<file path="config.mk">
export PLATFORM = sky130hd
export DESIGN_NAME = mux_scan_seq_flat
export DESIGN_NICKNAME = d
export VERILOG_FILES = /design/src/rtl/mux_scan_seq_pkg.sv /design/src/rtl/mux_scan_seq_if.sv /design/src/rtl/mux_scan_wait_cnt.sv /design/src/rtl/mux_scan_seq.sv /design/src/flat_wrapper.sv
export SDC_FILE = /design/constraint.sdc
export NUM_CORES = 1
export LEC_CHECK = 0
export BUFFER_PORTS_ARGS = -buffer_cell sky130_fd_sc_hd__buf_2
export CORE_MARGIN = 2
export CORE_UTILIZATION = 60
export CTS_CLUSTER_SIZE = 24
export DETAILED_ROUTE_END_ITERATION = 12
export GPL_TIMING_DRIVEN = 0
export PLACE_DENSITY = 0.82
export SLEW_MARGIN = 20
export SYNTH_ARGS = -nofsm -noshare
export SYNTH_HDL_FRONTEND = slang
export SYNTH_SLANG_ARGS = --single-unit
</file>
<file path="constraint.sdc">
create_clock -name clk -period 3.9 [get_ports clk]
set_clock_uncertainty 0.05 [all_clocks]
set_input_delay 0 -clock clk [delete_from_list [all_inputs] [get_ports clk]]
set_output_delay 0 -clock clk [all_outputs]
set_load 0.03 [all_outputs]
</file>
<file path="src/rtl/mux_scan_seq_pkg.sv">
// Shared constants and state encoding for the mux scan sequencer and the
// 7:1 mux it drives.
package mux_scan_seq_pkg;

    localparam int NUM_CH_DEF     = 7;
    localparam int SEL_W_DEF      = 3;
    localparam int SETTLE_CYC_DEF = 2;
    localparam int WAIT_W         = 4;

    typedef enum logic [1:0] {
        ST_IDLE   = 2'd0,
        ST_SETTLE = 2'd1,
        ST_SAMPLE = 2'd2,
        ST_DONE   = 2'd3
    } scan_state_t;

endpackage

</file>
<file path="src/rtl/mux_scan_seq_if.sv">
// Control/data bundle between the scan sequencer, its controller and the mux.
interface mux_scan_seq_if
    import mux_scan_seq_pkg::*;
#(
    parameter int NUM_CH = NUM_CH_DEF,
    parameter int SEL_W  = SEL_W_DEF
) ();

    logic              start;
    logic              y;
    logic [SEL_W-1:0]  s;
    logic              busy;
    logic [NUM_CH-1:0] data_out;
    logic              valid;

    modport master (
        output start,
        output y,
        input  s,
        input  busy,
        input  data_out,
        input  valid
    );

    modport slave (
        input  start,
        input  y,
        output s,
        output busy,
        output data_out,
        output valid
    );

endinterface

</file>
<file path="src/rtl/mux_scan_wait_cnt.sv">
// Settle-interval counter: clear has priority over enable; tc flags the
// last settle cycle.
module mux_scan_wait_cnt
    import mux_scan_seq_pkg::*;
#(
    parameter int SETTLE_CYC = SETTLE_CYC_DEF
) (
    input  logic              clk,
    input  logic              rst_n,
    input  logic              clr,
    input  logic              en,
    output logic [WAIT_W-1:0] cnt,
    output logic              tc
);

    localparam logic [WAIT_W-1:0] TC_VAL = WAIT_W'(SETTLE_CYC - 1);
    localparam logic [WAIT_W-1:0] ONE    = WAIT_W'(1);

    logic [WAIT_W-1:0] cnt_r;
    logic [WAIT_W-1:0] cnt_nxt_s;

    // next count selection
    always_comb begin
        cnt_nxt_s = cnt_r;
        if (clr) begin
            cnt_nxt_s = '0;
        end else if (en) begin
            cnt_nxt_s = cnt_r + ONE;
        end else begin
            cnt_nxt_s = cnt_r;
        end
    end

    // counter register
    always_ff @(posedge clk) begin
        if (!rst_n) begin
            cnt_r <= '0;
        end else begin
            cnt_r <= cnt_nxt_s;
        end
    end

    assign cnt = cnt_r;
    assign tc  = (cnt_r == TC_VAL);

endmodule

</file>
<file path="src/rtl/mux_scan_seq.sv">
// Steps the mux select through every channel, samples y after a settle
// interval, and publishes the assembled snapshot with a one-cycle valid.
module mux_scan_seq
    import mux_scan_seq_pkg::*;
#(
    parameter int NUM_CH     = NUM_CH_DEF,
    parameter int SEL_W      = SEL_W_DEF,
    parameter int SETTLE_CYC = SETTLE_CYC_DEF
) (
    input  logic          clk,
    input  logic          rst_n,
    mux_scan_seq_if.slave bus
);

    localparam logic [SEL_W-1:0] LAST_SEL = SEL_W'(NUM_CH - 1);
    localparam logic [SEL_W-1:0] SEL_ONE  = SEL_W'(1);

    scan_state_t       state_r;
    scan_state_t       state_nxt_s;
    logic [SEL_W-1:0]  s_r;
    logic [SEL_W-1:0]  s_nxt_s;
    logic              busy_r;
    logic              busy_nxt_s;
    logic              valid_r;
    logic              valid_nxt_s;
    logic [NUM_CH-1:0] data_out_r;
    logic [NUM_CH-1:0] data_nxt_s;
    logic [NUM_CH-1:0] buf_r;
    logic [NUM_CH-1:0] buf_nxt_s;
    logic              cnt_clr_s;
    logic              cnt_en_s;
    logic              cnt_tc_s;
    logic [WAIT_W-1:0] cnt_s;

    mux_scan_wait_cnt #(
        .SETTLE_CYC (SETTLE_CYC)
    ) u_wait_cnt (
        .clk   (clk),
        .rst_n (rst_n),
        .clr   (cnt_clr_s),
        .en    (cnt_en_s),
        .cnt   (cnt_s),
        .tc    (cnt_tc_s)
    );

    // next-state and next-output logic
    always_comb begin
        state_nxt_s = state_r;
        s_nxt_s     = s_r;
        buf_nxt_s   = buf_r;
        data_nxt_s  = data_out_r;
        valid_nxt_s = 1'b0;
        cnt_clr_s   = 1'b0;
        cnt_en_s    = 1'b0;
        case (state_r)
            ST_IDLE: begin
                s_nxt_s = '0;
                if (bus.start) begin
                    state_nxt_s = ST_SETTLE;
                    cnt_clr_s   = 1'b1;
                    buf_nxt_s   = '0;
                end else begin
                    state_nxt_s = ST_IDLE;
                end
            end
            ST_SETTLE: begin
                cnt_en_s = 1'b1;
                if (cnt_tc_s) begin
                    state_nxt_s = ST_SAMPLE;
                end else begin
                    state_nxt_s = ST_SETTLE;
                end
            end
            ST_SAMPLE: begin
                for (int k = 0; k < NUM_CH; k++) begin
                    if (SEL_W'(k) == s_r) begin
                        buf_nxt_s[k] = bus.y;
                    end else begin
                        buf_nxt_s[k] = buf_r[k];
                    end
                end
                cnt_clr_s = 1'b1;
                if (s_r == LAST_SEL) begin
                    state_nxt_s = ST_DONE;
                end else begin
                    s_nxt_s     = s_r + SEL_ONE;
                    state_nxt_s = ST_SETTLE;
                end
            end
            ST_DONE: begin
                data_nxt_s  = buf_r;
                valid_nxt_s = 1'b1;
                s_nxt_s     = '0;
                state_nxt_s = ST_IDLE;
            end
            default: begin
                s_nxt_s     = '0;
                state_nxt_s = ST_IDLE;
            end
        endcase
        // busy spans every non-idle state, so it follows the next state
        busy_nxt_s = (state_nxt_s != ST_IDLE);
    end

    // state and output registers
    always_ff @(posedge clk) begin
        if (!rst_n) begin
            state_r    <= ST_IDLE;
            s_r        <= '0;
            busy_r     <= 1'b0;
            valid_r    <= 1'b0;
            data_out_r <= '0;
            buf_r      <= '0;
        end else begin
            state_r    <= state_nxt_s;
            s_r        <= s_nxt_s;
            busy_r     <= busy_nxt_s;
            valid_r    <= valid_nxt_s;
            data_out_r <= data_nxt_s;
            buf_r      <= buf_nxt_s;
        end
    end

    assign bus.s        = s_r;
    assign bus.busy     = busy_r;
    assign bus.valid    = valid_r;
    assign bus.data_out = data_out_r;

endmodule

</file>
<file path="src/flat_wrapper.sv">
// flat-port wrapper written by rule: the top's interface ports become plain ports
module mux_scan_seq_flat import mux_scan_seq_pkg::*;
#(
    parameter int NUM_CH     = NUM_CH_DEF,
    parameter int SEL_W      = SEL_W_DEF,
    parameter int SETTLE_CYC = SETTLE_CYC_DEF
)
  (clk, rst_n, bus_start, bus_y, bus_s, bus_busy, bus_data_out, bus_valid);
  mux_scan_seq_if #(.NUM_CH(NUM_CH), .SEL_W(SEL_W)) bus_i ();
  input  logic clk;
  input  logic rst_n;
  input wire logic [$bits(bus_i.start)-1:0] bus_start;
  input wire logic [$bits(bus_i.y)-1:0] bus_y;
  output wire logic [$bits(bus_i.s)-1:0] bus_s;
  output wire logic [$bits(bus_i.busy)-1:0] bus_busy;
  output wire logic [$bits(bus_i.data_out)-1:0] bus_data_out;
  output wire logic [$bits(bus_i.valid)-1:0] bus_valid;
  assign bus_i.start = bus_start;
  assign bus_i.y = bus_y;
  assign bus_s = bus_i.s;
  assign bus_busy = bus_i.busy;
  assign bus_data_out = bus_i.data_out;
  assign bus_valid = bus_i.valid;
  mux_scan_seq #(.NUM_CH(NUM_CH), .SEL_W(SEL_W), .SETTLE_CYC(SETTLE_CYC)) u_core (.clk(clk), .rst_n(rst_n), .bus(bus_i));
endmodule
</file>
==> impl_metrics.json, run 1 <==
{
  "cts_inserted_buffers": 3,
  "portBuffers": 15,
  "routed_wl_um": 2410,
  "critical_path_class": "reg -> reg",
  "utilization_pct": 72.3,
  "drt_iter0_drc": 18,
  "track_usage_pct": 22.3,
  "fin_tns_setup_ns": 0,
  "wire_per_inst_um": 13.1,
  "endpoint_kind": "register",
  "synth_edf_count": 0,
  "synthFlopType": "dfxtp_1",
  "synth_top_area_share_pct": 39.2,
  "syn_area_um2": 1280,
  "period_share_pct": 38.7,
  "placed_area_um2": 1390,
  "ioPinCount": 16,
  "crit_path_start_kind": "register",
  "setup_viol": 0,
  "vias": 984,
  "post-dp-hpwl_um": 1820,
  "antenna_found_initial": 0,
  "dieArea_um2": 2510,
  "peakVddDrop_mv": 0.249,
  "avgViaCountPerCell": 5.35,
  "hold_path.class": "in -> reg",
  "ys_top_cells_by_area": "dfxtp_1 39%, ha_1 11%, mux2i_1 5.5%",
  "diodes": 0,
  "status": "finished clean",
  "root_buffer": "clkbuf_4",
  "antenna_left": 0,
  "maxSlewViolCount": 0,
  "syn_nets": 151,
  "cts_resized": 0,
  "die_h_um": 50.1,
  "p_per_area_nw_per_um2": 292,
  "drc": 0,
  "drtPass1Iterations": 4,
  "final_area_um2": 1430,
  "synth.most_common_cell": "dfxtp_1",
  "drive_gt1_share_pct": 19.1,
  "die_w_um": 50.1,
  "cts_tree": "built",
  "grt_pass1_vias": 997,
  "worst_pin_slew_ns": 0.340,
  "finalHoldViolations": 0,
  "grt.overflow.total": 0,
  "cts_buffer_depth": 2,
  "start_util_pct": 64.5,
  "core_um2": 1980,
  "yosysTopAreaCell": "dfxtp_1",
  "synth_cell_types": 37,
  "rsz0062_at_grt": "false",
  "h-tree-depth": 1,
  "arrival_ns": 1.65,
  "slew_headroom_pct": 77.3,
  "worst_skew_pair.late_latency_ns": 0.31,
  "ys_seq_area_share_pct": 39.2,
  "drv_cap": 0,
  "synth_common_cells": "25 x dfxtp_1, 12 x nand2_1, 11 x ha_1",
  "ys_ff_latch": 25,
  "synthToLayoutAreaGrowth_pct": 12.1,
  "max_freq_mhz": 663,
  "rows": 16,
  "grt_max_degree": 14,
  "min_period_ns": 1.51,
  "cp.required_ns": 4.04,
  "fin_nets": 173,
  "synthCells": 136,
  "grt_pass1_wl_um": 4330,
  "clkSinkCount": 25,
  "clk_pin_slew_ns": 0.13,
  "async_reset_ff_share_pct": 0,
  "postSynthAreaPerCell_um2": 9.39,
  "p_leak_nw": 0.590,
  "place_congestion": 0.725,
  "critical_path.max_fanout": 7,
  "synth-warning-count": 0
}
-- critical path, cell delays in order, from the launching register on --
cell      delay [ns]
dfxtp_1         0.42
inv_1           0.10
ha_1            0.30
and3_1          0.24
o21ai_0         0.19
a21boi_0        0.11
-- cell usage in the layout, fill, tap and decap left out, types with 4 or more instances in the layout --
cell,count
nor2_1,5
nor2b_1,8
nand2_1,12
clkbuf_4,4
ha_1,11
buf_2,18
a21oi_1,6
mux2i_1,7
inv_1,10
dfxtp_1,25
o22ai_1,5
-- layout make-up --
type,instances,area (um^2)
fillers,152,549
flip-flops and latches,25,500
clock buffers,4,26.3
plain buffers,7,45.0
well taps,27,33.8
repair buffers,17,95.1
multi-input cells,94,694
inverters,10,37.5
-- flip-flops by register name, indices dropped and copies added (netlist names) --
name                   cells
u_core.bus.busy            1
u_core.state_r             2
u_core.bus.data_out        7
u_core.bus.s               3
u_core.bus.valid           1
u_core.u_wait_cnt.cnt      4
u_core.buf_r               7
-- power by group --
part / total (mW) / switching, mW / internal (mW)
registers: 0.262 / 0.00284 / 0.259
clock network: 0.111 / 0.0714 / 0.0399
logic: 0.0459 / 0.0263 / 0.0196
total: 0.419 / 0.101 / 0.319
-- cells by family (layout without fill, tap and decap cells) --
family,after synthesis,count (layout),share of synthesized area [%]
mux,8,8,7.25
buf+inv,17,38,6.46
flops,25,25,39.2
compound gates,25,25,12.7
simple gates,47,47,21.5
xor+xnor,3,3,2.06
fa+ha+maj,11,11,10.8
-- final timing paths --
check,startpoint,endpoint,slack [ns],cells past startpoint
worst min-delay path,bus_y,u_core.buf_r[3],0.07,4
worst max register to register,u_core.bus.s[0],u_core.bus.s[1],2.39,5
worst min register to register,u_core.buf_r[5],u_core.buf_r[5],0.42,2
worst max-delay path,u_core.bus.s[0],u_core.bus.s[1],2.39,5
-- metal layers --
layer | wire, um | track usage [%]
met1 | 1100 | 25.8
met2 | 1210 | 41.4
met3 | 60 | 2.98
met4 | 31 | 7.41
met5 | 0 | 0
-- metrics by stage --
step | worst slack [ns] | std cells | total power [mW] | hold slack [ns]
finish | 2.39 | 184 | 0.419 | 0.0708
global placement | 2.46 | 178 | 0.309 | 0.279
global route | 2.23 | 184 | 0.437 | 0.0759
CTS | 2.41 | 184 | 0.421 | 0.0708
floorplan | 2.38 | 136 | 0.300 | 0.111
detailed placement | 2.43 | 178 | 0.312 | 0.280
-- timing repair --
action                     in CTS  in global routing
hold buffers                    2                  0
hold endpoints to repair        2                  0
setup endpoints to repair       0                  0
setup buffers                   0                  0
(Power assumes the default switching activity.)
==> run 2, diff against run 1 <==
--- a/config.mk
+++ b/config.mk
@@ -5,13 +5,14 @@
 export SDC_FILE = /design/constraint.sdc
 export NUM_CORES = 1
 export LEC_CHECK = 0
+export ABC_AREA = 1
 export BUFFER_PORTS_ARGS = -buffer_cell sky130_fd_sc_hd__buf_2
 export CORE_MARGIN = 2
-export CORE_UTILIZATION = 60
+export CORE_UTILIZATION = 50
 export CTS_CLUSTER_SIZE = 24
 export DETAILED_ROUTE_END_ITERATION = 12
 export GPL_TIMING_DRIVEN = 0
-export PLACE_DENSITY = 0.82
+export PLACE_DENSITY = 0.73
 export SLEW_MARGIN = 20
 export SYNTH_ARGS = -nofsm -noshare
 export SYNTH_HDL_FRONTEND = slang
==> constraint.sdc (replaced) <==
create_clock -name clk -period 1.3 [get_ports clk]
set_clock_uncertainty 0.05 [all_clocks]
set_input_delay 0 -clock clk [delete_from_list [all_inputs] [get_ports clk]]
set_output_delay 0 -clock clk [all_outputs]
set_load 0.03 [all_outputs]
==> impl_metrics.json, run 2 <==
{
  "die_w_um": 53.4,
  "fin_ws_ns": 0.0260,
  "worst_pin_slew_ns": 0.187,
  "avgViaCountPerCell": 4.98,
  "multi_input_area_um2": 694,
  "slew_headroom_pct": 87.5,
  "arrival_ns": 1.45,
  "h-tree-depth": 1,
  "drt_iter0_drc": 38,
  "p_leak_nw": 0.711,
  "fin_nets": 208,
  "peakVddDrop_mv": 0.863,
  "synth_cell_types": 20,
  "fin_tns_setup_ns": 0,
  "crit_path_start_kind": "register",
  "clkSinkCount": 25,
  "dieArea_um2": 2860,
  "yosysTopAreaCell": "dfxtp_1",
  "cpPeakStageDelay_ns": 0.40,
  "utilization_pct": 66.7,
  "core_um2": 2250,
  "cp_cell_sequence": "inv_2, ha_4, inv_2, nor2_4, nor2_4, nand3_1, nand2_1, nor2_1",
  "syn_nets": 184,
  "root_buffer": "clkbuf_4",
  "diodes": 0,
  "critPathSlowestCell": "dfxtp_4",
  "rsz0062_at_grt": "true",
  "grt_pass1_wl_um": 3890,
  "postSynthAreaPerCell_um2": 7.23,
  "fillers": 196,
  "clk_pin_slew_ns": 0.13,
  "dpl_worst_slack_ns": -0.131,
  "power.total_mw": 1.36,
  "cp.required_ns": 1.48,
  "critical_path_class": "reg -> reg",
  "drc": 0,
  "ys_seq_area_share_pct": 40.9,
  "finalHoldViolations": 0,
  "cp_num_buf_inv": 2,
  "synthFlopType": "dfxtp_1",
  "portBuffers": 15,
  "endpoint_kind": "register",
  "regArea_um2": 517,
  "period_share_pct": 98.0,
  "synth_top_area_share_pct": 40.9,
  "p_per_area_nw_per_um2": 901,
  "rows": 17,
  "ys_top_cells_by_area": "dfxtp_1 41%, nand2_1 12%, ha_1 11%",
  "final_common_cell": "nand2_1",
  "r2r-start": "u_core.state_r[1]",
  "grt.overflow.total": 0,
  "cts_inserted_buffers": 3,
  "ioPinCount": 16,
  "die_h_um": 53.4,
  "maxSlewViolCount": 0,
  "vias": 1095,
  "hold_path.class": "in -> reg",
  "antenna_left": 0,
  "cts_tree": "built",
  "min_period_ns": 1.27,
  "drtPass1Iterations": 4,
  "synth_common_cells": "38 x nand2_1, 25 x dfxtp_1, 25 x inv_1, 25 x nor2_1, 12 x a21oi_1",
  "max_freq_mhz": 785,
  "async_reset_ff_share_pct": 0,
  "synth.most_common_cell": "nand2_1",
  "most-common-layout-cells": "38 x nand2_1, 23 x nor2_1, 20 x inv_1, 20 x dfxtp_1, 16 x buf_2",
  "grt_pass1_vias": 942,
  "routed_wl_um": 2540,
  "stdcell_count": 220,
  "drive_gt1_share_pct": 25.5,
  "status": "finished clean",
  "track_usage_pct": 18.7,
  "synth-warning-count": 0,
  "ys_ff_latch": 25,
  "crit_start": "u_core.state_r[1]",
  "drv_cap": 0,
  "antenna_found_initial": 0,
  "critical_path.max_fanout": 6,
  "synthToLayoutAreaGrowth_pct": 23.0,
  "setup_viol": 0,
  "syn_area_um2": 1220,
  "synth_edf_count": 0,
  "post-dp-hpwl_um": 1820,
  "grt_max_degree": 15,
  "hp-start": "bus_start",
  "place_congestion": 0.774,
  "start_util_pct": 54.2,
  "synthCells": 169,
  "worst_skew_pair.late_latency_ns": 0.32,
  "cp_top_family": "simple AND/OR/NAND/NOR gates",
  "cts_buffer_depth": 2,
  "wire_per_inst_um": 11.5,
  "placed_cells": 212
}
[run 2: cell count changes after synthesis, sizes merged, moves of 6 or more]
cell,before,now
nand2,12,40
nor2,5,27
inv,10,25
mux2i,8,0
nor2b,8,0
nand3,3,10
a21oi,6,12
[run 2: logic make-up (layout without fill, tap and decap cells)]
| logic type | count (synthesis) | count (layout) | share of synthesized area [%] |
|---|---|---|---|
| compound gates | 23 | 23 | 10.0 |
| xor+xnor | 1 | 1 | 0.717 |
| fa+ha+maj | 11 | 11 | 11.3 |
| buf+inv | 28 | 51 | 9.11 |
| flops | 25 | 25 | 40.9 |
| simple gates | 81 | 81 | 27.9 |
[run 2: per-layer routing]
| layer | wire length (um) | vias to the layer above | global-route usage (%) |
|---|---|---|---|
| met3 | 97 | 2 | 5.08 |
| met1 | 1150 | 505 | 24.7 |
| li1 | - | 571 | - |
| met4 | 14 | 0 | 3.85 |
| met2 | 1280 | 17 | 30.5 |
| met5 | 0 | - | 0 |
[run 2: worst reg2reg max path, stage by stage (launching register included)]
cell	delay, ns
dfxtp_4	0.40
inv_2	0.07
ha_4	0.18
inv_2	0.08
nor2_4	0.04
nor2_4	0.16
nand3_1	0.10
nand2_1	0.07
nor2_1	0.04
[run 2: stage by stage]
stage,instance area [um^2],hold slack (ns)
final,1500,0.0499
after global routing,1500,0.0660
after CTS,1420,0.0476
after detailed placement,1340,0.271
after global placement,1340,0.268
after floorplan,1230,0.0857
[run 2: what timing repair did]
item | CTS | global route
endpoints found under the setup margin | 14 | 16
pin swaps | 0 | 4
gates resized for setup | 10 | 19
buffers inserted | 1 | 1
hold buffers | 2 | 0
hold endpoints to repair | 6 | 0
[run 2: worst paths after layout]
check,end,slack (ns),cells after the start
hold reg to reg,u_core.bus.data_out[3],0.42,2
hold / removal,u_core.u_wait_cnt.cnt[1],0.05,4
setup / recovery,u_core.buf_r[1],0.03,8
setup reg to reg,u_core.buf_r[1],0.03,8
[run 2: where the power goes]
group | internal [mW] | total (mW) | switching (mW)
Clock | 0.115 | 0.345 | 0.230
Sequential | 0.789 | 0.804 | 0.0147
Combinational | 0.0810 | 0.207 | 0.126
[run 2: area by class of cell]
cell class / instances / area share [%]
Clock buffer: 3 / 1.50
Tap cell: 28 / 2.33
Sequential cell: 25 / 34.4
Clock inverter: 1 / 0.333
Timing Repair Buffer: 19 / 7.49
Inverter: 25 / 6.41
Buffer: 3 / 1.41
Multi-Input combinational cell: 116 / 46.2
